## src/rtl/vu_dmem_arb.sv

```systemverilog
// Round-robin arbiter merging the vector (128-bit line) and microthread (64-bit doubleword)
// request streams onto one 128-bit data-cache port; responses are routed back by extended tag.
module vu_dmem_arb (
   input  logic         clk,
   input  logic         reset,
   input  logic [27:0]  dmem_req_vec_addr,
   input  logic [3:0]   dmem_req_vec_op,
   input  logic [127:0] dmem_req_vec_data,
   input  logic [15:0]  dmem_req_vec_wmask,
   input  logic [11:0]  dmem_req_vec_tag,
   input  logic         dmem_req_vec_val,
   output logic         dmem_req_vec_rdy,
   output logic         dmem_resp_vec_val,
   output logic [11:0]  dmem_resp_vec_tag,
   output logic [127:0] dmem_resp_vec_data,
   input  logic [29:0]  dmem_req_ut_addr,
   input  logic [3:0]   dmem_req_ut_op,
   input  logic [63:0]  dmem_req_ut_data,
   input  logic [7:0]   dmem_req_ut_wmask,
   input  logic [11:0]  dmem_req_ut_tag,
   input  logic         dmem_req_ut_val,
   output logic         dmem_req_ut_rdy,
   output logic         dmem_resp_ut_val,
   output logic [11:0]  dmem_resp_ut_tag,
   output logic [63:0]  dmem_resp_ut_data,
   output logic [27:0]  cache_req_addr,
   output logic [3:0]   cache_req_op,
   output logic [127:0] cache_req_data,
   output logic [15:0]  cache_req_wmask,
   output logic [13:0]  cache_req_tag,
   output logic         cache_req_val,
   input  logic         cache_req_rdy,
   input  logic         cache_resp_val,
   input  logic [13:0]  cache_resp_tag,
   input  logic [127:0] cache_resp_data
);

   logic         full_r;
   logic         prio_r;
   logic [27:0]  req_addr_r;
   logic [3:0]   req_op_r;
   logic [127:0] req_data_r;
   logic [15:0]  req_wmask_r;
   logic [13:0]  req_tag_r;
   logic         resp_val_r;
   logic [13:0]  resp_tag_r;
   logic [127:0] resp_data_r;

   logic         can_accept_s;
   logic         gnt_vec_s;
   logic         gnt_ut_s;
   logic         accept_s;
   logic         ut_half_s;
   logic [27:0]  nxt_addr_s;
   logic [3:0]   nxt_op_s;
   logic [127:0] nxt_data_s;
   logic [15:0]  nxt_wmask_s;
   logic [13:0]  nxt_tag_s;
   logic         unused_s;

   // The ut address MSB is required to be zero at the source, so it is dropped.
   assign unused_s     = dmem_req_ut_addr[29];
   assign ut_half_s    = dmem_req_ut_addr[0];
   assign can_accept_s = !full_r || cache_req_rdy;
   assign gnt_vec_s    = dmem_req_vec_val && (!dmem_req_ut_val || !prio_r);
   assign gnt_ut_s     = dmem_req_ut_val && (!dmem_req_vec_val || prio_r);
   assign accept_s     = (gnt_vec_s || gnt_ut_s) && can_accept_s && !reset;

   assign dmem_req_vec_rdy = gnt_vec_s && can_accept_s && !reset;
   assign dmem_req_ut_rdy  = gnt_ut_s && can_accept_s && !reset;

   // Format the granted request into the cache-port payload.
   always_comb begin
      nxt_addr_s  = dmem_req_vec_addr;
      nxt_op_s    = dmem_req_vec_op;
      nxt_data_s  = dmem_req_vec_data;
      nxt_wmask_s = dmem_req_vec_wmask;
      nxt_tag_s   = {1'b0, 1'b0, dmem_req_vec_tag};
      if (gnt_ut_s) begin
         nxt_addr_s  = dmem_req_ut_addr[28:1];
         nxt_op_s    = dmem_req_ut_op;
         nxt_data_s  = {dmem_req_ut_data, dmem_req_ut_data};
         nxt_wmask_s = ut_half_s ? {dmem_req_ut_wmask, 8'h00} : {8'h00, dmem_req_ut_wmask};
         nxt_tag_s   = {1'b1, ut_half_s, dmem_req_ut_tag};
      end else begin
         nxt_addr_s  = dmem_req_vec_addr;
      end
   end

   // Output-stage occupancy and round-robin pointer.
   always_ff @(posedge clk) begin
      if (reset) begin
         full_r <= 1'b0;
         prio_r <= 1'b0;
      end else if (accept_s) begin
         full_r <= 1'b1;
         prio_r <= gnt_vec_s;
      end else if (cache_req_rdy) begin
         full_r <= 1'b0;
      end
   end

   // Output-stage payload; contents are don't-care while the stage is empty.
   always_ff @(posedge clk) begin
      if (accept_s) begin
         req_addr_r  <= nxt_addr_s;
         req_op_r    <= nxt_op_s;
         req_data_r  <= nxt_data_s;
         req_wmask_r <= nxt_wmask_s;
         req_tag_r   <= nxt_tag_s;
      end
   end

   // Response valid register; a response in the reset cycle is dropped.
   always_ff @(posedge clk) begin
      if (reset) begin
         resp_val_r <= 1'b0;
      end else begin
         resp_val_r <= cache_resp_val;
      end
   end

   // Response tag/data capture.
   always_ff @(posedge clk) begin
      resp_tag_r  <= cache_resp_tag;
      resp_data_r <= cache_resp_data;
   end

   assign cache_req_val   = full_r;
   assign cache_req_addr  = req_addr_r;
   assign cache_req_op    = req_op_r;
   assign cache_req_data  = req_data_r;
   assign cache_req_wmask = req_wmask_r;
   assign cache_req_tag   = req_tag_r;

   // Tag bit 13 selects the stream, bit 12 the doubleword half for ut.
   assign dmem_resp_vec_val  = resp_val_r && !resp_tag_r[13];
   assign dmem_resp_ut_val   = resp_val_r && resp_tag_r[13];
   assign dmem_resp_vec_tag  = resp_tag_r[11:0];
   assign dmem_resp_ut_tag   = resp_tag_r[11:0];
   assign dmem_resp_vec_data = resp_data_r;
   assign dmem_resp_ut_data  = resp_tag_r[12] ? resp_data_r[127:64] : resp_data_r[63:0];

endmodule

```

## config.mk

```make
export PLATFORM = sky130hd
export DESIGN_NAME = vu_dmem_arb
export DESIGN_NICKNAME = d
export VERILOG_FILES = /design/src/rtl/vu_dmem_arb.sv
export SDC_FILE = /design/constraint.sdc
export NUM_CORES = 1
export LEC_CHECK = 0
export ABC_CLOCK_PERIOD_IN_PS = 22100
export CAP_MARGIN = 20
export CELL_PAD_IN_SITES_DETAIL_PLACEMENT = 0
export CELL_PAD_IN_SITES_GLOBAL_PLACEMENT = 1
export CORE_AREA = 4 4 332 334
export DETAILED_ROUTE_END_ITERATION = 6
export DIE_AREA = 0 0 336 338
export GPL_TIMING_DRIVEN = 0
export HOLD_SLACK_MARGIN = 0.15
export PLACE_DENSITY_LB_ADDON = 0.1
export SLEW_MARGIN = 30
export SYNTH_ARGS = -nofsm -noshare
export SYNTH_HDL_FRONTEND = slang
export SYNTH_SLANG_ARGS = --single-unit
```

## constraint.sdc

```tcl
create_clock -name clk -period 22.1 [get_ports clk]
set_clock_uncertainty 0.15 [all_clocks]
set_input_delay 4.42 -clock clk [delete_from_list [all_inputs] [get_ports clk]]
set_output_delay 4.42 -clock clk [all_outputs]
set_load 0.01 [all_outputs]
```

==> flow_metrics.py, run 1 <==
metrics = {
    "synth": {
        "syn-num-nets": 1136,
        "syn_inst": 682,
        "ys_seq_area_share_pct": 71.2,
        "synth_cell_types": 18,
        "netlist_area_um2": 12100,
        "syn_area_per_cell_um2": 17.7,
        "synth-seq-cells": 335,
        "synth_common_cells": "mux2_2, edfxtp_1, dfxtp_1, buf_4, buf_6",
        "synthArstFlopShare_pct": 0,
        "synth_warnings": 0,
        "synth_edf_count": 190,
        "netlist.area_leader.share_pct": 47.2,
        "ys_dominant_reg_cell": "edfxtp_1",
        "synth_area_leader_cell": "edfxtp_1",
        "yosys-top-cells-area": "edfxtp_1, dfxtp_1, mux2_2",
        "post-synth-top-count-cell": "mux2_2",
    },
    "floorplan": {
        "io_pins": 865,
        "start_util_pct": 11.3,
        "fp.dieH_um": 338,
        "chipWidth_um": 336,
        "coreArea_um2": 107000,
        "placement_rows": 120,
        "die_area_um2": 114000,
    },
    "worst_setup_path": {
        "reg2reg_depth": 11,
        "setup.worst_path.start_class": "input port",
        "required_ps": 17530,
        "crit_type": "in2out",
        "r2r-start": "cache_req_val",
        "crit_path_end_kind": "output port",
        "cp-startpoint": "dmem_req_vec_val",
        "path_max_fanout": 10,
        "cp_data_arrival_time_ps": 6270,
        "endpoint": "dmem_req_ut_rdy",
        "slowest_stage": "clkdlybuf4s50_1",
        "slowest_delay_ps": 530,
        "r2r_end": "cache_req_data[18]",
        "ff2ff_setup_slack_ps": 18770,
        "cp_cell_sequence": "clkdlybuf4s50_1 > inv_1 > o21ai_2 > buf_6 > buf_6 > nor3_1 > clkdlybuf4s50_1",
    },
    "timing": {
        "hold_viol_final": 0,
        "tns_ps": 0,
        "rsz0062_at_grt": "no",
        "fin_crit_ps": 10840,
        "worst_slew_pin_slew_ps": 655,
        "period_share_pct": 49.1,
        "finalWorstSetupSlack_ps": 11260,
        "report.final.slew_viol_count": 0,
        "relSlewSlack_pct": 56.1,
        "max_freq_mhz": 92.2,
        "fin_hold_ws_ps": 377,
        "setup_viol": 0,
    },
    "power": {
        "p_sw_share_pct": 24.4,
        "power_frac_clock_pct": 41.6,
        "switchingPower_mw": 0.430,
        "powerDensity_nw_per_um2": 73.0,
        "comb_power_share_pct": 17.6,
        "p_total_mw": 1.76,
        "ir_drop_mv": 0.0471,
        "internal-power_mw": 1.33,
        "p_leak_nw": 8.65,
        "seqPwrFrac_pct": 40.8,
    },
    "global_route": {
        "antenna_found_initial": 14,
        "grt.overflow.total": 0,
        "grt_max_degree": 12,
        "gr-max-usage-layer": "met2",
        "grt_pass1_vias": 10200,
        "grt_use_met3_pct": 4.60,
        "grt_pass1_wl_um": 89000,
        "use_met1_pct": 11.2,
        "grt_usage_pct": 11.5,
        "grtUsageMet2_pct": 22.5,
    },
    "cts": {
        "ctsHoldBuffers": 0,
        "clock_latency_ps": 580,
        "cts_resized": 0,
        "post_cts_buffers": 0,
        "htree_levels": 2,
        "cts.sinks": 335,
        "numCtsBuffers": 46,
        "cts_tree": "done",
        "cts-root-buf": "clkbuf_16",
        "path_clk_slew_ps": 60,
        "cts_buffer_depth": 3,
    },
    "placement": {
        "portBuffers": 863,
        "place_hpwl_um": 58500,
        "gp_congestion": 0.760,
        "dp_slack_ps": 11170,
        "dp_cells": 2977,
    },
    "drt": {
        "wirelength_um": 70100,
        "routedWlPerCell_um": 22.9,
        "drc_errors": 0,
        "first_iter_violations": 285,
        "vias_per_cell": 3.08,
        "vias": 9451,
        "ant_nets": 0,
        "drt_first_pass_iters": 4,
    },
    "layout": {
        "fin_cells": 3064,
        "nNetsFinal": 2076,
        "drive_above_1_share_pct": 23.6,
        "fillerInstances": 11400,
        "syn_to_final_growth_pct": 99.9,
    },
    "outcome": {
        "status": "complete, no violations",
    },
    "worst_hold_path": {
        "min_path_cells": 2,
        "min_from": "cache_req_val",
        "hold_path_class": "reg2reg",
    },
    "run": {
        "cap_viol_max_count": 0,
    },
}
routing by layer:
metal  wire length (um)  share of wire [%]  vias up
met4               1220                1.7        8
met5                 45              0.064        -
li1                   -                  -     4390
met1              23500                 34     4613
met2              39400                 56      365
met3               5940                8.5       75
cell type report:
type / count / area [um^2] / area share [%]
clock inverter: 10 / 103 / 0.425
clock buffer: 69 / 1330 / 5.50
inverter: 10 / 40.0 / 0.166
timing repair buffer: 892 / 8860 / 36.7
buffer: 52 / 438 / 1.81
antenna: 8 / 20.0 / 0.0829
tap: 1403 / 1760 / 7.27
multi-input combinational: 285 / 3000 / 12.4
sequential: 335 / 8610 / 35.6
critical path, delay by kind of cell:
family	cells	cell delay (ps)
AOI/OAI and AO/OA	1	180
buffers and inverters	5	1600
and+or+nand+nor	1	60
registers in the layout (all words and copies together) (netlist names):
register and cells:
cache_req_tag 14, cache_req_wmask 16, dmem_resp_vec_data 128, resp_val_r 1, cache_req_op 4, resp_tag_r 14, cache_req_addr 28, cache_req_data 128
cache_req_val 1, prio_r 1
per-stage QoR:
| stage | utilization (%) | area [um^2] |
|---|---|---|
| 5_1_grt | 22.6 | 24200 |
| 6_report | 22.6 | 24200 |
| 4_1_cts | 22.6 | 24100 |
| 3_3_place_gp | 21.0 | 22500 |
| 2_1_floorplan | - | 12100 |
| 3_5_place_dp | 21.2 | 22700 |
power groups by stage:
stage / Sequential (mW) / Clock (mW) / Combinational, mW
final: 0.719 / 0.733 / 0.311
after global placement: 0.750 / 0 / 0.314
after CTS: 0.720 / 0.773 / 0.321
after detailed placement: 0.733 / 0 / 0.319
after floorplan: 0.759 / 0 / 0.0767
after global routing: 0.723 / 0.795 / 0.330
placed cells by master, fill, tap and decap left out, types with 9 or more instances in the layout:
master,instances
clkbuf_16,47
nor2b_1,11
clkbuf_1,16
buf_6,21
inv_1,9
clkdlybuf4s50_1,863
edfxtp_1,190
nand2_1,10
buf_4,51
mux2_2,244
dfxtp_1,145
how the worst min path moves through the flow:
stage	to	slack (ps)
2_1_floorplan	prio_r	360
3_3_place_gp	cache_req_val	370
3_5_place_dp	cache_req_val	370
4_1_cts	cache_req_val	380
5_1_grt	cache_req_val	420
6_report	cache_req_val	380
cell families after synthesis:
group	after synthesis	synth area share (%)
AO/OA/AOI/OAI	3	0.155
buffers and inverters	62	3.95
flip-flops	335	71.2
multiplexers	252	23.4
AND/OR/NAND/NOR	30	1.26
No activity file was read; power rests on OpenSTA's default activity.
==> inputs of run 2 (changes only) <==
--- a/config.mk
+++ b/config.mk
@@ -5,7 +5,7 @@
 export SDC_FILE = /design/constraint.sdc
 export NUM_CORES = 1
 export LEC_CHECK = 0
-export ABC_CLOCK_PERIOD_IN_PS = 22100
+export ABC_CLOCK_PERIOD_IN_PS = 11000
 export CAP_MARGIN = 20
 export CELL_PAD_IN_SITES_DETAIL_PLACEMENT = 0
 export CELL_PAD_IN_SITES_GLOBAL_PLACEMENT = 1
==> constraint.sdc (replaced) <==
create_clock -name clk -period 11 [get_ports clk]
set_clock_uncertainty 0.15 [all_clocks]
set_input_delay 2.2 -clock clk [delete_from_list [all_inputs] [get_ports clk]]
set_output_delay 2.2 -clock clk [all_outputs]
set_load 0.01 [all_outputs]
==> flow_metrics.py, run 2 (synthesized netlist as in run 1, its figures left out) <==
metrics = {
    "cts": {
        "cts_tree": "done",
        "path_clk_slew_ps": 50,
        "post_cts_buffers": 0,
        "ctsHoldBuffers": 0,
        "cts_resized": 0,
        "numCtsBuffers": 47,
        "cts_buffer_depth": 3,
        "clock_latency_ps": 580,
        "cts.sinks": 335,
        "htree_levels": 2,
        "cts-root-buf": "clkbuf_16",
    },
    "drt": {
        "vias_per_cell": 3.06,
        "first_iter_violations": 254,
        "drc_errors": 0,
        "vias": 9343,
        "ant_nets": 0,
        "drt_first_pass_iters": 4,
        "wirelength_um": 69300,
        "routedWlPerCell_um": 22.6,
    },
    "floorplan": {
        "die_area_um2": 114000,
        "chipWidth_um": 336,
        "start_util_pct": 11.3,
        "fp.dieH_um": 338,
        "coreArea_um2": 107000,
        "placement_rows": 120,
        "io_pins": 865,
    },
    "timing": {
        "finalWorstSetupSlack_ps": 4600,
        "relSlewSlack_pct": 60.4,
        "rsz0062_at_grt": "no",
        "tns_ps": 0,
        "setup_viol": 0,
        "period_share_pct": 58.2,
        "fin_crit_ps": 6400,
        "hold_viol_final": 0,
        "report.final.slew_viol_count": 0,
        "worst_slew_pin_slew_ps": 592,
        "max_freq_mhz": 156,
    },
    "layout": {
        "final_cell_mix": "clkdlybuf4s50_1, mux2_2, edfxtp_1",
        "syn_to_final_growth_pct": 99.9,
        "layout_commonest_cell": "clkdlybuf4s50_1",
        "drive_above_1_share_pct": 23.1,
        "nNetsFinal": 2066,
    },
    "global_route": {
        "grt_max_degree": 14,
        "gr-max-usage-layer": "met2",
        "grt_pass1_wl_um": 88300,
        "grt_usage_pct": 11.4,
        "grt_pass1_vias": 10300,
        "use_met1_pct": 10.9,
        "antenna_found_initial": 12,
        "grt.overflow.total": 0,
        "grtUsageMet2_pct": 22.4,
        "grt_use_met3_pct": 4.05,
    },
    "worst_setup_path": {
        "crit_path_end_kind": "output port",
        "cp_cell_sequence": "clkdlybuf4s50_1 > inv_1 > o21ai_2 > buf_6 > buf_6 > nor3_1 > clkdlybuf4s50_1",
        "crit_type": "in2out",
        "path_max_fanout": 10,
        "cp_data_arrival_time_ps": 4050,
        "endpoint": "dmem_req_ut_rdy",
        "slowest_delay_ps": 550,
        "cp_top_family": "buffers and inverters",
        "crit_buf_inv": 5,
        "r2r-start": "cache_req_val",
        "required_ps": 8650,
        "cp-startpoint": "dmem_req_vec_val",
        "reg2reg_depth": 9,
        "r2r_end": "cache_req_data[12]",
        "setup.worst_path.start_class": "input port",
        "crit_cells": 7,
        "ff2ff_setup_slack_ps": 8200,
        "slowest_stage": "clkdlybuf4s50_1",
    },
    "run": {
        "cap_viol_max_count": 0,
    },
    "power": {
        "p_sw_share_pct": 24.9,
        "powerDensity_nw_per_um2": 146,
        "internal-power_mw": 2.65,
        "ir_drop_mv": 0.0920,
        "switchingPower_mw": 0.879,
        "p_leak_nw": 8.62,
        "seqPwrFrac_pct": 41.0,
        "comb_power_share_pct": 17.6,
        "power_frac_clock_pct": 41.4,
    },
    "worst_hold_path": {
        "hold_path_class": "reg2reg",
        "min_path_cells": 2,
    },
    "outcome": {
        "status": "complete, no violations",
    },
    "placement": {
        "place_hpwl_um": 57600,
        "dp_slack_ps": 4530,
        "portBuffers": 863,
        "gp_congestion": 0.785,
    },
}
==> run 2: cell types whose count changed in the layout (fill, tap and decap cells not counted), sizes merged <==
cell / previous run / this run
buf: 80 / 69
bufinv: 2 / 0
clkbuf: 70 / 67
clkinv: 7 / 15
clkinvlp: 0 / 1
diode: 8 / 9
==> run 2: per-layer routing <==
metal | part of all wire, % | wire [um] | vias up
met5 | 0 | 0 | -
met4 | 2.4 | 1680 | 0
met3 | 7.9 | 5490 | 72
met2 | 57 | 39200 | 357
met1 | 33 | 22900 | 4522
li1 | - | - | 4392
==> run 2: per-stage QoR <==
step | area (um^2) | std cells | hold slack, ps | util, % | power (mW)
5_1_grt | 24200 | 3055 | 431 | 22.6 | 3.70
3_5_place_dp | 22700 | 2966 | 386 | 21.2 | 2.11
2_1_floorplan | 12100 | 682 | 365 | - | 1.67
3_3_place_gp | 22500 | 2948 | 384 | 21.0 | 2.12
4_1_cts | 24100 | 3049 | 399 | 22.6 | 3.64
6_report | 24200 | 3058 | 396 | 22.6 | 3.53
==> run 2: worst min-delay path by stage <==
stage | startpoint | end | slack [ps]
6_report | prio_r | prio_r | 400
5_1_grt | cache_req_val | cache_req_val | 430
4_1_cts | prio_r | prio_r | 400
3_5_place_dp | cache_req_val | cache_req_val | 390
3_3_place_gp | cache_req_val | cache_req_val | 380
2_1_floorplan | prio_r | prio_r | 360
==> run 2: worst min-delay path: stages (launching register included) <==
cell,delay (ps)
dfxtp_1,330
a21oi_1,120
nor3_1,50
==> run 2: power by group through the flow <==
stage	clock network (mW)	registers, mW	logic (mW)
after floorplan	0	1.52	0.154
after global placement	0	1.49	0.627
after detailed placement	0	1.47	0.638
after CTS	1.55	1.45	0.642
after global routing	1.59	1.45	0.659
final	1.46	1.45	0.621
==> run 2: cell type report <==
cell class	count	area, um^2
Tap cell	1403	1760
Sequential cell	335	8610
Antenna cell	9	22.5
Multi-Input combinational cell	285	3010
Fill cell	11400	82700
Buffer	52	438
Timing Repair Buffer	881	8850
Clock inverter	17	92.6
Clock buffer	66	1340
Inverter	10	40.0
==> inputs of run 3 (changes only) <==
--- a/config.mk
+++ b/config.mk
@@ -5,13 +5,13 @@
 export SDC_FILE = /design/constraint.sdc
 export NUM_CORES = 1
 export LEC_CHECK = 0
-export ABC_CLOCK_PERIOD_IN_PS = 11000
+export ABC_CLOCK_PERIOD_IN_PS = 5850
 export CAP_MARGIN = 20
 export CELL_PAD_IN_SITES_DETAIL_PLACEMENT = 0
 export CELL_PAD_IN_SITES_GLOBAL_PLACEMENT = 1
-export CORE_AREA = 4 4 332 334
+export CORE_AREA = 4 4 335 337
 export DETAILED_ROUTE_END_ITERATION = 6
-export DIE_AREA = 0 0 336 338
+export DIE_AREA = 0 0 339 341
 export GPL_TIMING_DRIVEN = 0
 export HOLD_SLACK_MARGIN = 0.15
 export PLACE_DENSITY_LB_ADDON = 0.1
==> constraint.sdc (replaced) <==
create_clock -name clk -period 5.85 [get_ports clk]
set_clock_uncertainty 0.15 [all_clocks]
set_input_delay 1.17 -clock clk [delete_from_list [all_inputs] [get_ports clk]]
set_output_delay 1.17 -clock clk [all_outputs]
set_load 0.01 [all_outputs]
==> flow_metrics.py, run 3 (synthesized netlist as in run 1, its figures left out) <==
metrics = {
    "outcome": {
        "status": "complete, no violations",
    },
    "timing": {
        "max_freq_mhz": 219,
        "fin_hold_ws_ps": 401,
        "period_share_pct": 77.9,
        "hold_viol_final": 0,
        "setup_viol": 0,
        "finalWorstSetupSlack_ps": 1290,
        "rsz0062_at_grt": "no",
        "relSlewSlack_pct": 57.8,
        "fin_crit_ps": 4560,
        "worst_slew_pin_slew_ps": 631,
        "report.final.slew_viol_count": 0,
    },
    "worst_setup_path": {
        "r2r-start": "cache_req_val",
        "slowest_delay_ps": 570,
        "r2r_end": "cache_req_data[6]",
        "setup.worst_path.start_class": "input port",
        "crit_path_end_kind": "output port",
        "slowest_stage": "clkdlybuf4s50_1",
        "required_ps": 4530,
        "cp_cell_sequence": "clkdlybuf4s50_1 > inv_1 > o21ai_2 > buf_6 > buf_6 > nor3_1 > clkdlybuf4s50_1",
        "cp_top_family": "buffers and inverters",
        "path_max_fanout": 10,
        "cp_data_arrival_time_ps": 3240,
        "endpoint": "dmem_req_ut_rdy",
        "crit_buf_inv": 5,
        "ff2ff_setup_slack_ps": 3110,
        "reg2reg_depth": 9,
        "crit_type": "in2out",
        "cp-startpoint": "dmem_req_vec_val",
        "crit_cells": 7,
    },
    "layout": {
        "multiInputGateArea_um2": 3020,
        "syn_to_final_growth_pct": 101,
        "final_cell_mix": "clkdlybuf4s50_1, mux2_2, edfxtp_1",
        "fillerInstances": 11500,
        "nNetsFinal": 2067,
        "ff_latch_area_um2": 8610,
        "fin_cells": 3071,
        "layout_commonest_cell": "clkdlybuf4s50_1",
        "drive_above_1_share_pct": 23.3,
    },
    "floorplan": {
        "die_area_um2": 116000,
        "coreArea_um2": 109000,
        "chipWidth_um": 339,
        "fp.dieH_um": 341,
        "io_pins": 865,
        "placement_rows": 121,
        "start_util_pct": 11.1,
    },
    "cts": {
        "cts_tree": "done",
        "cts.sinks": 335,
        "numCtsBuffers": 47,
        "htree_levels": 2,
        "cts-root-buf": "clkbuf_16",
        "cts_resized": 0,
        "path_clk_slew_ps": 60,
        "post_cts_buffers": 0,
        "ctsHoldBuffers": 0,
        "clock_latency_ps": 600,
        "cts_buffer_depth": 3,
    },
    "placement": {
        "place_hpwl_um": 59400,
        "gp_congestion": 0.779,
        "dp_slack_ps": 1170,
        "portBuffers": 863,
        "dp_cells": 2978,
    },
    "drt": {
        "first_iter_violations": 291,
        "drc_errors": 0,
        "ant_nets": 0,
        "routedWlPerCell_um": 23.2,
        "vias_per_cell": 3.06,
        "drt_first_pass_iters": 4,
        "wirelength_um": 71100,
        "vias": 9383,
    },
    "global_route": {
        "grt_pass1_vias": 10200,
        "grt_usage_pct": 11.7,
        "antenna_found_initial": 11,
        "grt_pass1_wl_um": 92800,
        "grt_max_degree": 14,
        "grt.overflow.total": 0,
    },
    "worst_hold_path": {
        "hold_path_class": "reg2reg",
    },
    "run": {
        "cap_viol_max_count": 0,
    },
    "power": {
        "comb_power_share_pct": 17.5,
        "seqPwrFrac_pct": 40.4,
        "switchingPower_mw": 1.69,
        "internal-power_mw": 5.04,
        "p_sw_share_pct": 25.1,
        "p_leak_nw": 8.66,
        "power_frac_clock_pct": 42.1,
        "ir_drop_mv": 0.181,
        "powerDensity_nw_per_um2": 277,
    },
}
run 3: changes by cell type in the layout (fill, tap and decap cells not counted), moves of 3 or more:
cell / previous run / this run
clkbuf_1: 12 / 18
diode_2: 9 / 6
buf_6: 34 / 30
buf_8: 3 / 8
clkinv_1: 8 / 4
run 3: worst min path at each step:
stage | startpoint | to | cells past startpoint
6_report | prio_r | prio_r | 2
5_1_grt | prio_r | prio_r | 2
4_1_cts | prio_r | prio_r | 2
3_5_place_dp | prio_r | prio_r | 2
3_3_place_gp | prio_r | prio_r | 2
2_1_floorplan | prio_r | prio_r | 2
run 3: final cells by class:
class	instances	share of cell area [%]
Timing Repair Buffer	882	36.6
Clock buffer	72	5.57
Inverter	10	0.165
Tap cell	1414	7.29
Multi-Input combinational cell	285	12.5
Clock inverter	15	0.547
Sequential cell	335	35.5
Buffer	52	1.81
Antenna cell	6	0.0619
run 3: power by group through the flow:
stage / sequential, mW / combinational (mW) / clock, mW
3_5_place_dp: 2.77 / 1.21 / 0
6_report: 2.72 / 1.18 / 2.83
2_1_floorplan: 2.84 / 0.291 / 0
4_1_cts: 2.72 / 1.22 / 2.99
5_1_grt: 2.73 / 1.25 / 3.06
3_3_place_gp: 2.79 / 1.19 / 0
run 3: routing by layer:
metal  GRT usage [%]  routed length, um  vias up
met5               0                 54        -
met4            3.98               2040        8
met3            4.41               5460       94
met2            22.5              39100      400
met1            11.5              24500     4499
li1                -                  -     4382
run 3: tightest hold or removal path, cell delays in order, from the launching register on:
cell	delay, ps
dfxtp_1	330
a21oi_1	120
nor3_1	60
run 3: per-stage QoR:
step / power [mW] / utilization, % / cell area (um^2) / setup TNS (ps)
after global routing: 7.05 / 22.3 / 24200 / 0
final: 6.72 / 22.3 / 24300 / 0
after global placement: 3.98 / 20.7 / 22500 / -876680
after floorplan: 3.13 / - / 12100 / -90210
after detailed placement: 3.98 / 20.9 / 22800 / 0
after CTS: 6.93 / 22.3 / 24200 / 0
